### src/rtl/snickerbits_pkg.sv
// Shared types and limits for the snickerbits nonce generator.
package snickerbits_pkg;

  localparam int MAX_LANES = 16;
  localparam int MAX_WIDTH = 64;

  typedef enum logic {
    GEN_IDLE = 1'b0,
    GEN_RUN  = 1'b1
  } gen_state_e;

endpackage

### src/rtl/snickerbits_nonce_lane.sv
// One nonce lane: strided offset register, exhaustion test and nonce adder.
// The offset is one bit wider than the nonce so a full 2^WIDTH range plus
// the final stride never overflows.
module snickerbits_nonce_lane
  import snickerbits_pkg::*;
#(
  parameter int NUM_LANES = 4,
  parameter int WIDTH     = 32
) (
  input  logic             clk_axi,
  input  logic             rst,
  input  logic             run,
  input  logic             load,
  input  logic [WIDTH:0]   lane_index,
  input  logic [WIDTH-1:0] span,
  input  logic [WIDTH-1:0] base,
  input  logic             fire,
  output logic             exhausted,
  output logic             valid,
  output logic [WIDTH-1:0] nonce
);

  localparam int OW = WIDTH + 1;
  localparam logic [WIDTH:0] STRIDE = OW'(NUM_LANES);

  logic [WIDTH:0] off;

  // Offset restarts at the lane index on load and advances by the lane count per transfer.
  always_ff @(posedge clk_axi) begin
    if (!rst) begin
      off <= '0;
    end else if (load) begin
      off <= lane_index;
    end else if (fire) begin
      off <= off + STRIDE;
    end
  end

  assign exhausted = off > {1'b0, span};
  assign valid     = run & ~exhausted;
  // Nonce wraps naturally through all-ones; forced to zero outside RUN.
  assign nonce     = run ? (base + off[WIDTH-1:0]) : '0;

endmodule

### src/rtl/snickerbits_nonce_gen.sv
// Multi-lane nonce generator: job FSM, latched range, epoch tracking and
// NUM_LANES independent valid/ready nonce lanes.
module snickerbits_nonce_gen
  import snickerbits_pkg::*;
#(
  parameter int NUM_LANES = 4,
  parameter int WIDTH     = 32,
  parameter int EPOCH_W   = 16
) (
  input  logic                       clk_axi,
  input  logic                       rst,
  input  logic                       start,
  input  logic                       abort,
  input  logic [WIDTH-1:0]           base,
  input  logic [WIDTH-1:0]           last,
  input  logic                       wrap_en,
  output logic [NUM_LANES-1:0]       nonce_valid,
  input  logic [NUM_LANES-1:0]       nonce_ready,
  output logic [NUM_LANES*WIDTH-1:0] nonce,
  output logic                       busy,
  output logic                       done,
  output logic                       wrapped,
  output logic [EPOCH_W-1:0]         epoch
);

  localparam int OW = WIDTH + 1;

  gen_state_e state, state_nxt;

  logic [WIDTH-1:0]     base_q;
  logic [WIDTH-1:0]     span_q;
  logic                 wrap_en_q;
  logic [EPOCH_W-1:0]   epoch_q;
  logic                 done_q;
  logic                 wrapped_q;

  logic                 run;
  logic                 accept;
  logic                 reload;
  logic                 done_nxt;
  logic                 wrapped_nxt;
  logic                 all_exh;
  logic [NUM_LANES-1:0] exh;
  logic [NUM_LANES-1:0] vld;

  assign run     = (state == GEN_RUN);
  assign all_exh = &exh;

  // Next-state decode: start accepted only in IDLE, abort wins over exhaustion in RUN.
  always_comb begin
    state_nxt   = state;
    accept      = 1'b0;
    reload      = 1'b0;
    done_nxt    = 1'b0;
    wrapped_nxt = 1'b0;
    case (state)
      GEN_IDLE: begin
        if (start && !abort) begin
          state_nxt = GEN_RUN;
          accept    = 1'b1;
        end
      end
      GEN_RUN: begin
        if (abort) begin
          state_nxt = GEN_IDLE;
        end else if (all_exh) begin
          if (wrap_en_q) begin
            reload      = 1'b1;
            wrapped_nxt = 1'b1;
          end else begin
            state_nxt = GEN_IDLE;
            done_nxt  = 1'b1;
          end
        end
      end
      default: state_nxt = GEN_IDLE;
    endcase
  end

  // State register and control flags; done/wrapped are single-cycle pulses.
  always_ff @(posedge clk_axi) begin
    if (!rst) begin
      state     <= GEN_IDLE;
      wrap_en_q <= 1'b0;
      epoch_q   <= '0;
      done_q    <= 1'b0;
      wrapped_q <= 1'b0;
    end else begin
      state     <= state_nxt;
      done_q    <= done_nxt;
      wrapped_q <= wrapped_nxt;
      if (accept) begin
        wrap_en_q <= wrap_en;
        epoch_q   <= '0;
      end else if (reload) begin
        epoch_q   <= epoch_q + 1'b1;
      end
    end
  end

  // Job range latch; only read while in RUN, so it needs no reset.
  always_ff @(posedge clk_axi) begin
    if (accept) begin
      base_q <= base;
      span_q <= last - base;
    end
  end

  for (genvar g = 0; g < NUM_LANES; g++) begin : g_lane
    snickerbits_nonce_lane #(
      .NUM_LANES (NUM_LANES),
      .WIDTH     (WIDTH)
    ) u_lane (
      .clk_axi    (clk_axi),
      .rst        (rst),
      .run        (run),
      .load       (accept | reload),
      .lane_index (OW'(g)),
      .span       (span_q),
      .base       (base_q),
      .fire       (vld[g] & nonce_ready[g]),
      .exhausted  (exh[g]),
      .valid      (vld[g]),
      .nonce      (nonce[g*WIDTH +: WIDTH])
    );
  end

  assign nonce_valid = vld;
  assign busy        = run;
  assign done        = done_q;
  assign wrapped     = wrapped_q;
  assign epoch       = epoch_q;

endmodule

### config.mk
export PLATFORM = sky130hd
export DESIGN_NAME = snickerbits_nonce_gen
export DESIGN_NICKNAME = d
export VERILOG_FILES = /design/src/rtl/snickerbits_pkg.sv /design/src/rtl/snickerbits_nonce_lane.sv /design/src/rtl/snickerbits_nonce_gen.sv
export SDC_FILE = /design/constraint.sdc
export NUM_CORES = 1
export LEC_CHECK = 0
export ABC_AREA = 1
export CAP_MARGIN = 5
export CORE_UTILIZATION = 39
export DETAILED_ROUTE_END_ITERATION = 10
export GPL_TIMING_DRIVEN = 0
export HOLD_SLACK_MARGIN = 0.06
export PLACE_DENSITY = 0.63
export SYNTH_ARGS = -nofsm -noshare
export SYNTH_HDL_FRONTEND = slang
export SYNTH_SLANG_ARGS = --single-unit
### constraint.sdc
create_clock -name clk_axi -period 2.9 [get_ports clk_axi]
set_clock_uncertainty 0.1 [all_clocks]
set_input_delay 0.29 -clock clk_axi [delete_from_list [all_inputs] [get_ports clk_axi]]
set_output_delay 0.29 -clock clk_axi [all_outputs]
set_load 0.01 [all_outputs]
==> results by stage <==
STA:
- In this run the tightest slew margin relative to its limit is 44.2%.
- The final critical path time including I/O delays and setup is 3410 ps.
- In the post-route analysis, the smallest setup slack over all paths is -509 ps.
- Final hold analysis gives a worst-case slack of around 210 ps.
- The final clock period utilization by the worst path is 118%.
- The number of pins exceeding their max-slew limit in the final report is 0.
- The slew at the pin with the worst max-slew slack is 836 ps.
- The final hold violation count came to 0.
- The final setup violation count is roughly 260.
- Setup repair after global routing could not meet its margin everywhere.
- The highest achievable clock rate is 293 MHz.

Critical path:
- Walking the worst path, the cells encountered are buf_6, ha_4, nand2_1, o21ai_4, nand2_2, nand2_4, buf_12, clkinv_8, o21ai_4, buf_6, o21ai_1, a21oi_1, buf_2.
- The worst endpoint data arrival time is 3020 ps.
- The critical path contains buffers and inverters numbering 5 combined.
- STA puts the critical path data required time at 2510 ps.
- The cell family with the largest share of critical-path delay is buffers and inverters.
- The register-to-register setup slack is -230 ps.
- The end of the critical path is nonce[77].
- The worst setup path category is flip-flop to primary output.
- The worst register-to-register path begins at span_q[21].
- STA classifies the critical path startpoint as a flip-flop.
- The largest fanout on the critical path is 5.
- The cell type of the slowest stage on the worst timing path is edfxtp_1.
- The worst stage delay on the critical path is 510 ps.
- The depth of the most critical reg-to-reg path is 20.
- The number of cells on the critical path is 13.
- The startpoint of the worst setup timing path is base_q[6].
- The capturing element type of the critical path is a primary output.
- The endpoint of the worst register-to-register path is g_lane[2].u_lane.off[7].

Run:
- Max-cap violations in this run came to 0.

Cells and area:
- The fraction of layout cells with a size suffix above 1 is 30.0%.
- At the end of the flow the core is filled with cells to 57.8%.
- The signed area change from the synthesized netlist to the final layout is 46.3%.
- The final design area excluding fillers is 33400 um^2.
- The final layout contains 4368 nets.

Detailed routing:
- The remaining antenna violation count after routing is 0.
- In the routed layout, each cell is associated on average with a via count of 5.63.
- Summed over all layers, the routed wires come to 102000 um.
- After detailed routing, the number of remaining DRC violations is 0.
- In the final routed layout, each cell accounts on average for 21.2 um.
- The number of iterations in the first detailed-routing pass is 7.
- Across all layers, the routed design uses 27000 vias.
- The violation count after the first detailed-routing iteration is 2792.

Synth:
- The part of the Yosys area used for sequential elements is 21.3%.
- The warning count from the yosys run is 0.
- After synthesis, the share of cell area in mux cells is 0%.
- The top cell type by area accounts for 15.4% of the synthesized area.
- The area share of fa/ha/maj cells after synthesis is roughly 16%.
- The fraction of registers with async set or reset after synthesis is 0%.
- Each instance of the synthesized netlist takes up on average 6.55 um^2.
- Summed over all instances, the cell type with the most area after synthesis is ha_1.
- The synthesized design contains 64 enable-type register cells.
- The complex-gate fraction of the synthesized area is 18.0%.
- The cell area after synthesis is about 23000 um^2.
- Yosys attributes the largest share of cell area to ha_1 15%, nand2_1 14%, dfxtp_1 13%.
- The number of nets produced by synthesis is 3847.
- Counting flops and latches in the post-synthesis netlist gives 211.
- After Yosys synthesis, XOR and XNOR cells account for 6.83% of the synthesized area.
- For this run, the leading register cell type out of synthesis is dfxtp_1.
- By area, the combinational part of the netlist is dominated by simple AND/OR/NAND/NOR gates.
- The instance count of the mapped netlist is 3489.
- The netlist uses 49 different library cells.
- The basic-gate share of the synthesized area counting and, or, nand and nor cells is around 30%.

Global route:
- Entering global routing, the biggest net connects 38 pins.
- The first global-routing pass estimated around 150000 um of wire.
- The via count of the first global-routing pass is ~25000.
- The initial antenna violation count is 2.
- Summed over all layers, the global routing overflow is 0.
- Global routing consumed, over all layers together, about 32% of the routing resources.

Outcome:
- The flow ran to the end, but the final reports show violations.
- The checks that failed: setup timing.

Placement:
- Summing all placed instances gives a cell area of 26000 um^2.
- The routability congestion estimate is between 1 and 1.5.
- The number of buffers added on ports is roughly 220.
- The HPWL after detailed placement is 74000 um.

Clock tree:
- Hold repair after CTS inserted 0 buffers.
- The longest clock path from root to sink contains 3 buffers.
- In this run the number of H-tree levels came out at 1.
- TritonCTS built the clock tree.
- Clock-pin slew was measured on the worst setup and hold paths at 60 ps.
- The clock latency on the worst-skew pair is 570 ps.
- The count of clock tree sinks is 211.
- The root buffer cell is clkbuf_16.
- The number of buffers inserted during clock tree synthesis is 26.

Pwr:
- The post-layout total power is 8910 uW.
- IR analysis of the VDD net gives a maximum drop of between 0.3 and 0.4 mV.
- In this run the static leakage power is 0.0144 uW.
- For this design the ratio of total power to cell area is 267 nW/um^2.

Die:
- The vertical extent of the die is 244 um.
- The die width is ~240 um.
- The initial standard-cell utilization of the core is 39.5%.
- The floorplan has 88 rows.
- The top-level port count is 224.
- The floorplan step defined a die boundary enclosing 59500 um^2.
- The floorplan core area is 57800 um^2.

Worst hold path:
- The path class of the tightest hold or removal check is input port to flip-flop.
==> Yosys cell counts (4+ instances only) <==
cell type    n
clkbuf_1    32
o211ai_1     8
inv_2        5
nor3_2       4
nand4_1     73
o21a_1      16
buf_2       21
xnor2_1     53
edfxtp_1    64
o21bai_1    13
a21oi_2     52
nor4_1      29
a21oi_1    387
fa_1         4
nand2_1    876
o221ai_1     7
buf_4        6
xor2_1     125
nand3_1    182
inv_1      387
o21ai_0    166
ha_1       281
dfxtp_1    147
buf_8        6
a31oi_1     23
a21o_1      33
nor2_1     353
o21ai_1      8
nand3b_1     4
buf_1        6
nor3_1      86
==> worst min path at each step <==
stage               slack [ps]  cells after the start                      end       from
floorplan                  290                      2  g_lane[1].u_lane.off[0]        rst
global placement           310                      1                     done  wrap_en_q
detailed placement         320                      1                     done  wrap_en_q
CTS                        200                      1                base_q[3]    base[3]
global route               200                      1                base_q[3]    base[3]
finish                     210                      1                base_q[3]    base[3]
==> final cells by class <==
type / count / area, um^2
fill: 5257 / 24400
multi-input combinational: 2813 / 20000
sequential: 211 / 4890
timing repair buffer: 499 / 4640
inverter: 392 / 1530
tap: 765 / 957
clock buffer: 31 / 691
buffer: 67 / 561
clock inverter: 17 / 184
antenna: 1 / 2.50
==> cell families (layout without fill, tap and decap cells) <==
family	Yosys count	in the layout
AND/OR/NAND/NOR	1624	1624
AO/OA/AOI/OAI	726	726
buffers and inverters	465	1006
adder cells (fa/ha/maj)	285	285
flip-flops	211	211
XOR/XNOR	178	178
other	0	1
==> worst reg2reg max path, cell delays in order, from the launching register on <==
cell and delay [ps]:
edfxtp_1 370, clkinvlp_4 180, buf_12 180, buf_6 100, buf_6 120, ha_4 260, nand2_4 50, nor2_4 120
nand2_2 60, nor2_2 110, buf_4 140, nand2_1 70, nand2_2 110, buf_6 130, nand2_8 80, nor2_8 150
nand3_4 140, nand2_8 160, buf_12 190, buf_12 170, a21oi_2 40
==> placed cells by master (no fill, tap or decap), drive strengths merged, types with 4 or more instances in the layout <==
master	count
nand2	881
ha	281
clkbuf	69
edfxtp	64
nor2	357
o221ai	7
dlygate4sd2	7
dfxtp	147
nand3	183
nor4	29
nand3b	4
a21oi	439
clkinvlp	14
a21o	33
nand4	73
fa	4
o21a	16
a31oi	23
xnor2	53
o21bai	13
clkinv	8
nor3	90
xor2	125
buf	414
o21ai	174
inv	385
o211ai	8
clkdlybuf4s50	103
==> through the flow <==
stage               worst slack (ps)  std cells  TNS, ps
global placement               -1180       4477  -137170
CTS                             -553       4744   -32660
floorplan                        308       3489        0
finish                          -509       4796   -56880
global route                    -619       4796   -87270
detailed placement             -1200       4478   -95330
==> flip-flops by register name (all words and copies together), names as in the netlist <==
register / count
busy: 1
done: 1
base_q: 32
span_q: 32
epoch: 16
g_lane.u_lane.off: 127
wrapped: 1
wrap_en_q: 1
==> report_power, final <==
group | internal [uW] | switching, uW
Clock | 1920 | 1460
Combinational | 920 | 1420
Sequential | 3140 | 52.8
Total | 5980 | 2940
==> repair_timing <==
item / 4_1_cts / 5_1_grt
endpoints found under the setup margin: 257 / 265
pin swaps: 144 / 195
gates resized for setup: 1176 / 445
gates cloned: 4 / 6
endpoints found under the hold margin: 0 / 0
buffers inserted: 220 / 67
==> routing by layer <==
layer	GRT usage [%]	routed length (um)	up-vias
met1	43.9	42600	12500
met4	17.0	5920	2
met5	0	12	-
li1	-	-	12900
met3	5.65	9480	277
met2	48.9	43800	1329
Note: power is estimated with default switching activity, not from simulation.
